$ cat config.mk
export PLATFORM = sky130hd
export DESIGN_NAME = dt_timestamp_gen
export DESIGN_NICKNAME = d
export VERILOG_FILES = /design/src/rtl/kf_fp_pkg.sv /design/src/rtl/fp_multiplier.sv /design/src/rtl/uint_to_fp64.sv /design/src/rtl/dt_timestamp_gen.sv
export SDC_FILE = /design/constraint.sdc
export NUM_CORES = 2
export LEC_CHECK = 0
export CORE_MARGIN = 2
export CORE_UTILIZATION = 65
export DETAILED_ROUTE_END_ITERATION = 7
export HOLD_SLACK_MARGIN = 0.15
export PLACE_DENSITY = 0.95
export SLEW_MARGIN = 30
export SYNTH_ARGS = -nofsm -noshare
export SYNTH_HDL_FRONTEND = slang
export SYNTH_SLANG_ARGS = --single-unit
$ cat constraint.sdc
create_clock -name clk -period 21.6 [get_ports clk]
set_input_delay 4.32 -clock clk [delete_from_list [all_inputs] [get_ports clk]]
set_output_delay 4.32 -clock clk [all_outputs]
set_load 0.01 [all_outputs]
$ cat src/rtl/kf_fp_pkg.sv
// Shared floating-point package for the time-parameter sequencer.
// Holds the timestamp FSM state type, IEEE-754 double field constants and
// commonly used double constants.
package kf_fp_pkg;

    // Timestamp generator FSM states
    typedef enum logic [1:0] {
        S_IDLE,
        S_CONV,
        S_ISSUE,
        S_WAIT
    } ts_state_e;

    // IEEE-754 double layout
    localparam int unsigned FP_MANT_W   = 52;
    localparam int unsigned FP_EXP_W    = 11;
    localparam int unsigned FP_EXP_BIAS = 1023;

    // Double constants
    localparam logic [63:0] C_1E_6 = 64'h3EB0_C6F7_A0B5_ED8D;
    localparam logic [63:0] C_1_0  = 64'h3FF0_0000_0000_0000;

endpackage

$ cat src/rtl/fp_multiplier.sv
// Two-stage pipelined IEEE-754 double multiplier, round-to-nearest-even.
// Subnormal inputs are treated as zero, underflow flushes to signed zero and
// overflow saturates to signed infinity; NaN inputs are not distinguished.
// Ports:
//   clk, rst_n  clock and asynchronous active-low reset
//   valid       in   start a multiply of a * b
//   a, b        in   double operands, sampled when valid is high
//   finish      out  1-cycle pulse, result holds the product
//   result      out  double product, held until the next finish
module fp_multiplier import kf_fp_pkg::*; (
    input  logic        clk,
    input  logic        rst_n,
    input  logic        valid,
    input  logic [63:0] a,
    input  logic [63:0] b,
    output logic        finish,
    output logic [63:0] result
);

    logic               s1_vld;
    logic               s1_sign;
    logic               s1_zero;
    logic signed [12:0] s1_exp;
    logic [105:0]       s1_prod;

    logic               norm;
    logic [51:0]        mant_raw;
    logic               guard;
    logic               sticky;
    logic [52:0]        mant_r;
    logic signed [12:0] exp_f;
    logic [63:0]        y;

    always_ff @(posedge clk or negedge rst_n) begin
        if (!rst_n) begin
            s1_vld  <= 1'b0;
            s1_sign <= 1'b0;
            s1_zero <= 1'b0;
            s1_exp  <= '0;
            s1_prod <= '0;
        end else begin
            s1_vld <= valid;
            if (valid) begin
                s1_sign <= a[63] ^ b[63];
                s1_zero <= (a[62:52] == '0) || (b[62:52] == '0);
                s1_exp  <= $signed(13'(a[62:52]) + 13'(b[62:52]) - 13'd1023);
                s1_prod <= 106'({1'b1, a[51:0]}) * 106'({1'b1, b[51:0]});
            end
        end
    end

    always_comb begin
        // Product of two [1,2) significands lies in [1,4)
        norm = s1_prod[105];
        if (norm) begin
            mant_raw = s1_prod[104:53];
            guard    = s1_prod[52];
            sticky   = |s1_prod[51:0];
        end else begin
            mant_raw = s1_prod[103:52];
            guard    = s1_prod[51];
            sticky   = |s1_prod[50:0];
        end
        mant_r = {1'b0, mant_raw} + 53'(guard & (sticky | mant_raw[0]));
        // Rounding carry out of the mantissa bumps the exponent; mantissa wraps to 0
        exp_f  = s1_exp + $signed({12'b0, norm}) + $signed({12'b0, mant_r[52]});
        if (s1_zero || exp_f <= 13'sd0) begin
            y = {s1_sign, 63'b0};
        end else if (exp_f >= 13'sd2047) begin
            y = {s1_sign, 11'h7FF, 52'b0};
        end else begin
            y = {s1_sign, exp_f[10:0], mant_r[51:0]};
        end
    end

    always_ff @(posedge clk or negedge rst_n) begin
        if (!rst_n) begin
            finish <= 1'b0;
            result <= '0;
        end else begin
            finish <= s1_vld;
            if (s1_vld) result <= y;
        end
    end

endmodule

$ cat src/rtl/uint_to_fp64.sv
// Combinational unsigned integer to IEEE-754 double converter.
// Exact for inputs up to 53 bits wide (TS_W legal range 2..52).
// Ports:
//   x  in   TS_W  unsigned integer
//   y  out  64    double, +0.0 when x is zero
module uint_to_fp64 import kf_fp_pkg::*; #(
    parameter int unsigned TS_W = 32
) (
    input  logic [TS_W-1:0] x,
    output logic [63:0]     y
);

    logic [5:0]  msb;
    logic [52:0] ext;

    always_comb begin
        msb = '0;
        for (int i = 0; i < TS_W; i++) begin
            if (x[i]) msb = 6'(i);
        end
        // Shift the leading one up to bit 52; bits below it form the mantissa
        ext = 53'(x) << (6'd52 - msb);
        if (x == '0) begin
            y = '0;
        end else begin
            y = {1'b0, 11'(11'(FP_EXP_BIAS) + 11'(msb)), ext[FP_MANT_W-1:0]};
        end
    end

endmodule

$ cat src/rtl/dt_timestamp_gen.sv
// Converts successive measurement timestamps into a double delta_t in seconds
// and pulses dt_start to launch the dt-power/coefficient sequence.
// Ports:
//   clk, rst_n   clock and asynchronous active-low reset
//   meas_valid   in   1-cycle pulse, new timestamp on meas_ts
//   meas_ts      in   free-running tick count
//   delta_t      out  dt in seconds (double), held until next update
//   dt_ticks     out  tick delta used for delta_t (after clamp)
//   dt_start     out  1-cycle pulse, delta_t valid
//   busy         out  conversion in progress
//   clamp_err    out  1-cycle pulse, delta clamped to DT_MAX_TICKS
//   dup_err      out  1-cycle pulse, zero delta, sample discarded
//   ovr_err      out  1-cycle pulse, sample arrived while busy and dropped
module dt_timestamp_gen import kf_fp_pkg::*; #(
    parameter int unsigned        TS_W         = 32,
    parameter int unsigned        DWIDTH       = 64,
    parameter logic [DWIDTH-1:0]  TICK_SEC     = C_1E_6,
    parameter int unsigned        DT_MAX_TICKS = 1_000_000
) (
    input  logic              clk,
    input  logic              rst_n,
    input  logic              meas_valid,
    input  logic [TS_W-1:0]   meas_ts,
    output logic [DWIDTH-1:0] delta_t,
    output logic [TS_W-1:0]   dt_ticks,
    output logic              dt_start,
    output logic              busy,
    output logic              clamp_err,
    output logic              dup_err,
    output logic              ovr_err
);

    localparam logic [TS_W-1:0] MAX_D = TS_W'(DT_MAX_TICKS);

    ts_state_e         state;
    logic              have_prev;
    logic [TS_W-1:0]   prev_ts;
    logic [TS_W-1:0]   d_reg;
    logic [TS_W-1:0]   diff;
    logic [63:0]       fp_conv;
    logic [63:0]       fp_d;
    logic              mul_valid;
    logic              mul_finish;
    logic [63:0]       mul_y;

    // Modular subtraction makes counter wrap transparent
    assign diff      = meas_ts - prev_ts;
    assign busy      = (state != S_IDLE);
    assign mul_valid = (state == S_ISSUE);

    uint_to_fp64 #(
        .TS_W (TS_W)
    ) u_conv (
        .x (d_reg),
        .y (fp_conv)
    );

    fp_multiplier u_mul (
        .clk    (clk),
        .rst_n  (rst_n),
        .valid  (mul_valid),
        .a      (fp_d),
        .b      (64'(TICK_SEC)),
        .finish (mul_finish),
        .result (mul_y)
    );

    always_ff @(posedge clk or negedge rst_n) begin
        if (!rst_n) begin
            state     <= S_IDLE;
            have_prev <= 1'b0;
            prev_ts   <= '0;
            d_reg     <= '0;
            fp_d      <= '0;
            delta_t   <= '0;
            dt_ticks  <= '0;
            dt_start  <= 1'b0;
            clamp_err <= 1'b0;
            dup_err   <= 1'b0;
            ovr_err   <= 1'b0;
        end else begin
            dt_start  <= 1'b0;
            clamp_err <= 1'b0;
            dup_err   <= 1'b0;
            ovr_err   <= meas_valid && (state != S_IDLE);
            unique case (state)
                S_IDLE: begin
                    if (meas_valid) begin
                        if (!have_prev) begin
                            prev_ts   <= meas_ts;
                            have_prev <= 1'b1;
                        end else if (diff == '0) begin
                            dup_err <= 1'b1;
                        end else begin
                            if (diff > MAX_D) begin
                                d_reg     <= MAX_D;
                                clamp_err <= 1'b1;
                            end else begin
                                d_reg <= diff;
                            end
                            prev_ts <= meas_ts;
                            state   <= S_CONV;
                        end
                    end
                end
                S_CONV: begin
                    fp_d  <= fp_conv;
                    state <= S_ISSUE;
                end
                S_ISSUE: begin
                    state <= S_WAIT;
                end
                S_WAIT: begin
                    if (mul_finish) begin
                        delta_t  <= DWIDTH'(mul_y);
                        dt_ticks <= d_reg;
                        dt_start <= 1'b1;
                        state    <= S_IDLE;
                    end
                end
                default: state <= S_IDLE;
            endcase
        end
    end

endmodule
Word-level counts from Yosys, hierarchy flattened
Cells that the tools add are included.
{ "word_totals": {"in_bits": 35, "word_cells": 112, "register_bits": 418} }
{ "classes": {"reduce_logical": 14, "n_lt_le_gt_ge": 3, "eq_ne": 8, "bitwise": 3, "mux": 56, "addsub": 8, "multipliers": 1, "shifts": 1} }
{ "op_table": {"columns": ["cell", "count"], "rows": [
  ["63-bit two-way mux", 3],
  ["53-bit by 53-bit multiplier with 106-bit output, second input constant", 1],
  ["32-bit two-way mux", 3],
  ["5-bit two-way mux", 16],
  ["32-bit zero test", 2],
  ["52-bit by 53-bit adder with 53-bit output", 1],
  ["1-bit by 53-bit AND with 53-bit output", 1],
  ["52-bit two-way mux", 1],
  ["52-bit OR reduction", 1],
  ["32-bit by 6-bit left shift with 52-bit output", 1],
  ["51-bit OR reduction", 1],
  ["32-bit by 20-bit > comparator with 1-bit output, second input constant", 1],
  ["4-bit two-way mux", 8],
  ["32-bit subtractor", 1],
  ["13-bit by 2-bit adder with 13-bit output", 2],
  ["1-bit two-way mux", 14],
  ["13-bit by 12-bit greater-or-equal comparator with 1-bit output, second input constant", 1],
  ["13-bit by 1-bit less-or-equal comparator with 1-bit output, second input constant", 1],
  ["13-bit by 10-bit subtractor with 13-bit output, second input constant", 1],
  ["11-bit by 10-bit adder with 12-bit output, second input constant", 1],
  ["2-bit two-way mux", 6],
  ["3-bit two-way mux", 4],
  ["10-bit by 5-bit adder with 11-bit output, first input constant", 1],
  ["11-bit zero test", 1],
  ["15 further kinds", 21]
]} }

Logic depth before layout (Yosys ltp)
{ "depth": {"ltp_word": 34, "mapped_depth": 32, "ltp_nobuf": 30} }

Cells and area by module
From an unflattened synthesis, not the netlist that was laid out.
{ "unflattened": {"cells_unflattened": 12127, "hier_area_um2": 111593.3} }
{ "by_module_without_submodules": {"columns": ["mod", "cells_per_inst", "instances", "area_each_um2"], "rows": [
  ["fp_multiplier", 10838, 1, 97553.6],
  ["dt_timestamp_gen", 896, 1, 11066.9],
  ["uint_to_fp64", 393, 1, 2972.9]
]} }

Worst setup path after synthesis
Ideal clock, no wire load.
{ "synth_timing": {"kind": "register to register", "from": "register fp_d[51]", "to": "register u_mul.s1_prod[98]", "t_arrival_ns": 8.289, "t_required_ns": 21.475, "setup_slack_ns": 13.186, "path_stages_with_launch": 31, "setup_time_ns": 0.125, "cell_sequence": "dfrtp_1 > clkbuf_1 > inv_1 > ha_1 > inv_1 > fa_1 > fa_1 > fa_1 > inv_1 > fa_1 > fa_1 > inv_1 > fa_1 > fa_1 > inv_1 > fa_1 > inv_1 > ha_1 > clkbuf_1 > a21oi_1 > o21ai_0 > a211oi_1 > a221o_1 > o211ai_1 > o2bb2ai_1 > a211oi_2 > o21ai_1 > a211o_1 > a31oi_1 > xnor2_1 > mux2_2"} }
{ "synth_via": {"elab_chain_cells": 1} }
{ "synth_lines": {"columns": ["element", "line_no", "source"], "rows": [
  ["start, declared", "dt_timestamp_gen.sv:41", "logic [63:0] fp_d;"],
  ["start signal, assigned", "dt_timestamp_gen.sv:107", "fp_d <= fp_conv;"],
  ["53-bit by 53-bit multiplier with 106-bit output", "fp_multiplier.sv:47", "s1_prod <= 106'({1'b1, a[51:0]}) * 106'({1'b1, b[51:0]});"],
  ["end signal, assigned", "fp_multiplier.sv:47", null],
  ["end, declared", "fp_multiplier.sv:24", "logic [105:0] s1_prod;"]
]} }
No other way between the ends.
A chain may end at the register's enable or synchronous reset.

Worst setup path in the final report
{ "layout_timing": {"from": "register fp_d[43]", "to": "register u_mul.s1_prod[98]"} }
Same word-level chain as after synthesis.

==> summary.md <==
| Metric | Value |
|---|---|
| Post-CTS Hold Buffers | 0 |
| DP HPWL | ~200 mm |
| Minimum clock period | between 10 and 15 ns |
| Syn_area_per_cell | a little under 10 um^2 |
| Clock Skews | around 0.057 ns |
| Filler cells | 7896 |
| Peak Freq | ~97 MHz |
| Hold Startpoint | u_mul.s1_prod[9] |
| Top flop regs | u_mul.s1_prod x106, delta_t x63, u_mul.result x63 |
| Syn Inst Count | 6981 |
| Initial antenna violation count | 16 |
| RR Endpoint | u_mul.s1_prod[98] |
| Worst Setup End Kind | flop |
| Synth top area cells | fa_1 (35%), ha_1 (16%), dfrtp_1 (15%) |
| Slowest CP cell | dfrtp_1 |
| Gr ovfl total | 0 |
| # H-tree levels | 2 |
| Worst Setup EP | u_mul.s1_prod[98] |
| Critical Path Start Type | flop |
| Clock-pin slew on the worst setup and hold paths | approximately 0.060 ns |
| Iteration-0 DRC Markers | roughly 4800 |
| First-pass GRT wire length | around 360 mm |
| Post-route ant nets | 0 |
| RSZ-0062 raised after global routing | no |
| Cell variety after synth | between 90 and 100 |
| Final setup fails | 0 |
| I/O pins | 136 |
| Setup TNS Final | 0 ns |
| Synth async-reset ratio | 100% |
| Critical Path Most Common Cell | fa_1 |
| Clock sink count | between 400 and 500 |
| Critical path peak fanout | 10 |
| Worst Reg-to-Reg Cells | 27 |
| Worst Path Required | 22.15 ns |
| Ys flop type | dfrtp_1 |
| Post-synthesis sequential element count | roughly 410 |
| DRT Pass-1 Iters | 6 |
| Vias in the first global route | between 50000 and 60000 |
| R2r setup slk | between 10 and 15 ns |
| Routed vias | around 52000 |
| Register with the most flip-flops | u_mul.s1_prod |
| Ys Warns | 0 |
| Post-synth EDFFs | 0 |
| Fin. max-slew vios | 0 |
| Critical R2R Launch | fp_d[43] |
| Drt total wl | 242 mm |
| PostCTS Resize Cnt | 0 |
| Critical path's largest stage delay | 0.84 ns |
| Core Region | 106000 um^2 |
| Yosys top cell by area | fa_1 |
| Endpoints failing hold | 0 |
| Share of the yosys chip area belonging to registers | between 10% and 20% |
| CTS Buffer Depth | 3 |
| Largest register FFs | roughly 110 |
| Via density | 6.19 |
| TritonCTS Buffers | between 40 and 50 |
| Post-CTS Setup Inserts | 0 |
| Die Area | about 110000 um^2 |
| Largest net degree at the start of global routing | about 160 |
| MaxCap Viol Count | 0 |
| # nets final | slightly above 9000 |
| Die width | 330 um |
| Wirelength per Cell | 28.6 um |
| Port bufs | around 130 |
| WS Path Type | reg2reg |
| Gpl congestion | 1.13 |
| P&R area growth vs syn | 6.49% |
| WP data arrival | ~11 ns |
| Top cell type's share of synthesized area | between 30% and 40% |
| CTS Root Cell | clkbuf_16 |
| Status | completed |
| Post-synthesis cell area | just under 70000 um^2 |
| Die Height | 330 um |
| Remaining DRCs | 0 |
| CTS tree | done |
| Final worst-path cycle share | a little under half |
| Core Rows | approximately 120 |
| Layout cell share with drive strength beyond 1 | under 10% |
| Max_slew headroom | 25.3% |
| Total track usage | between 40% and 50% |
| Worst-skew pair later-pin latency | a little under 0.7 ns |
| Hold Crit Class | reg2reg |
| Worst slew pin tran | about 1.1 ns |
| Post-Syn Nets | between 9000 and 10000 |
| Critical Path Source | fp_d[43] |
| Initial Utilization | about two thirds |
layout by cell type, fill, tap and decap left out, drive strengths merged, types with 28 or more instances in the layout:
cell type,n
fa,1211
clkdlybuf4s50,133
and3,31
nand4,57
nor2b,30
nor2,203
o31ai,28
mux2,154
xnor2,143
buf,46
o21ai,223
nand3,80
a21o,98
dfrtp,413
clkbuf,62
ha,862
xor2,129
nor3,59
o22ai,80
and2,44
a21oi,235
nor4,36
inv,1864
o211ai,29
a31oi,28
mux2i,72
nand2,342
o21a,35
area by class of cell:
type | instances | area, um^2 | area share, %
diodes | 6 | 15.0 | 0.0203
clock buffers | 62 | 1350 | 1.83
clock inverters | 25 | 382 | 0.517
inverters | 1863 | 6990 | 9.48
multi-input cells | 4511 | 51200 | 69.4
flip-flops and latches | 413 | 10300 | 14.0
well taps | 1391 | 1740 | 2.36
repair buffers | 179 | 1750 | 2.37
logic make-up (layout without fill, tap and decap cells):
kind of cell | count (synthesis) | after routing | share of synthesized area, %
buffers and inverters | 2057 | 2129 | 11.3
DFF | 413 | 413 | 14.9
and+or+nand+nor | 977 | 977 | 6.85
other | 1 | 7 | 0.00541
adders and majority gates | 2073 | 2073 | 50.6
muxes | 246 | 246 | 4.19
xor gates and xnor gates | 272 | 272 | 3.47
AOI/OAI and AO/OA | 942 | 942 | 8.73
synthesized netlist by cell type, types with 31 or more instances:
cell	count
mux2_1	33
o22ai_1	80
xor2_1	128
nand4_1	57
inv_1	1859
o21ai_0	193
nor4_1	34
a21o_1	98
ha_1	862
nor2_1	202
nor3_1	55
a21oi_1	232
fa_1	1211
clkbuf_1	145
xnor2_1	143
mux2_2	121
mux2i_1	72
and3_1	31
and2_1	43
dfrtp_1	413
o21a_1	35
nand2_1	341
nand3_1	79
per-layer routing:
layer	up-vias	track usage, %	wire (um)	part of all wire [%]
met3	1015	12.7	23500	9.7
met4	22	36.1	24800	10
li1	22100	-	-	-
met2	2939	73.5	111000	46
met5	-	0	125	0.052
met1	26300	51.7	82200	34
worst min path at each step:
stage / slack (ns) / cells past startpoint / end
finish: 0.48 / 1 / u_mul.s1_prod[9]
detailed placement: 0.47 / 2 / delta_t[37]
CTS: 0.48 / 2 / delta_t[23]
global route: 0.51 / 1 / prev_ts[3]
global placement: 0.46 / 2 / delta_t[50]
floorplan: 0.35 / 0 / u_mul.finish
metrics by stage:
step	cell area (um^2)	setup slack [ns]	utilization, %	hold slack, ns	std cells
6_report	73800	11.31	69.9	0.481	8450
5_1_grt	73800	10.95	69.9	0.507	8444
4_1_cts	73700	11.56	69.8	0.484	8442
3_5_place_dp	71900	11.64	68.2	0.469	8355
3_3_place_gp	71900	11.73	68.1	0.463	8355
2_1_floorplan	69300	13.19	-	0.352	6981
critical path: cells and delay by family, from the launching register on:
family / cells / cell delay (ns)
flops: 1 / 0.84
compound gates: 5 / 1.65
xor+xnor: 1 / 0.16
buf+inv: 6 / 0.72
mux: 1 / 0.28
simple gates: 4 / 1.10
fa+ha+maj: 10 / 5.39
Power is not shown: default switching activity piles up to over one toggle a cycle in this logic, so the estimate is an artifact.
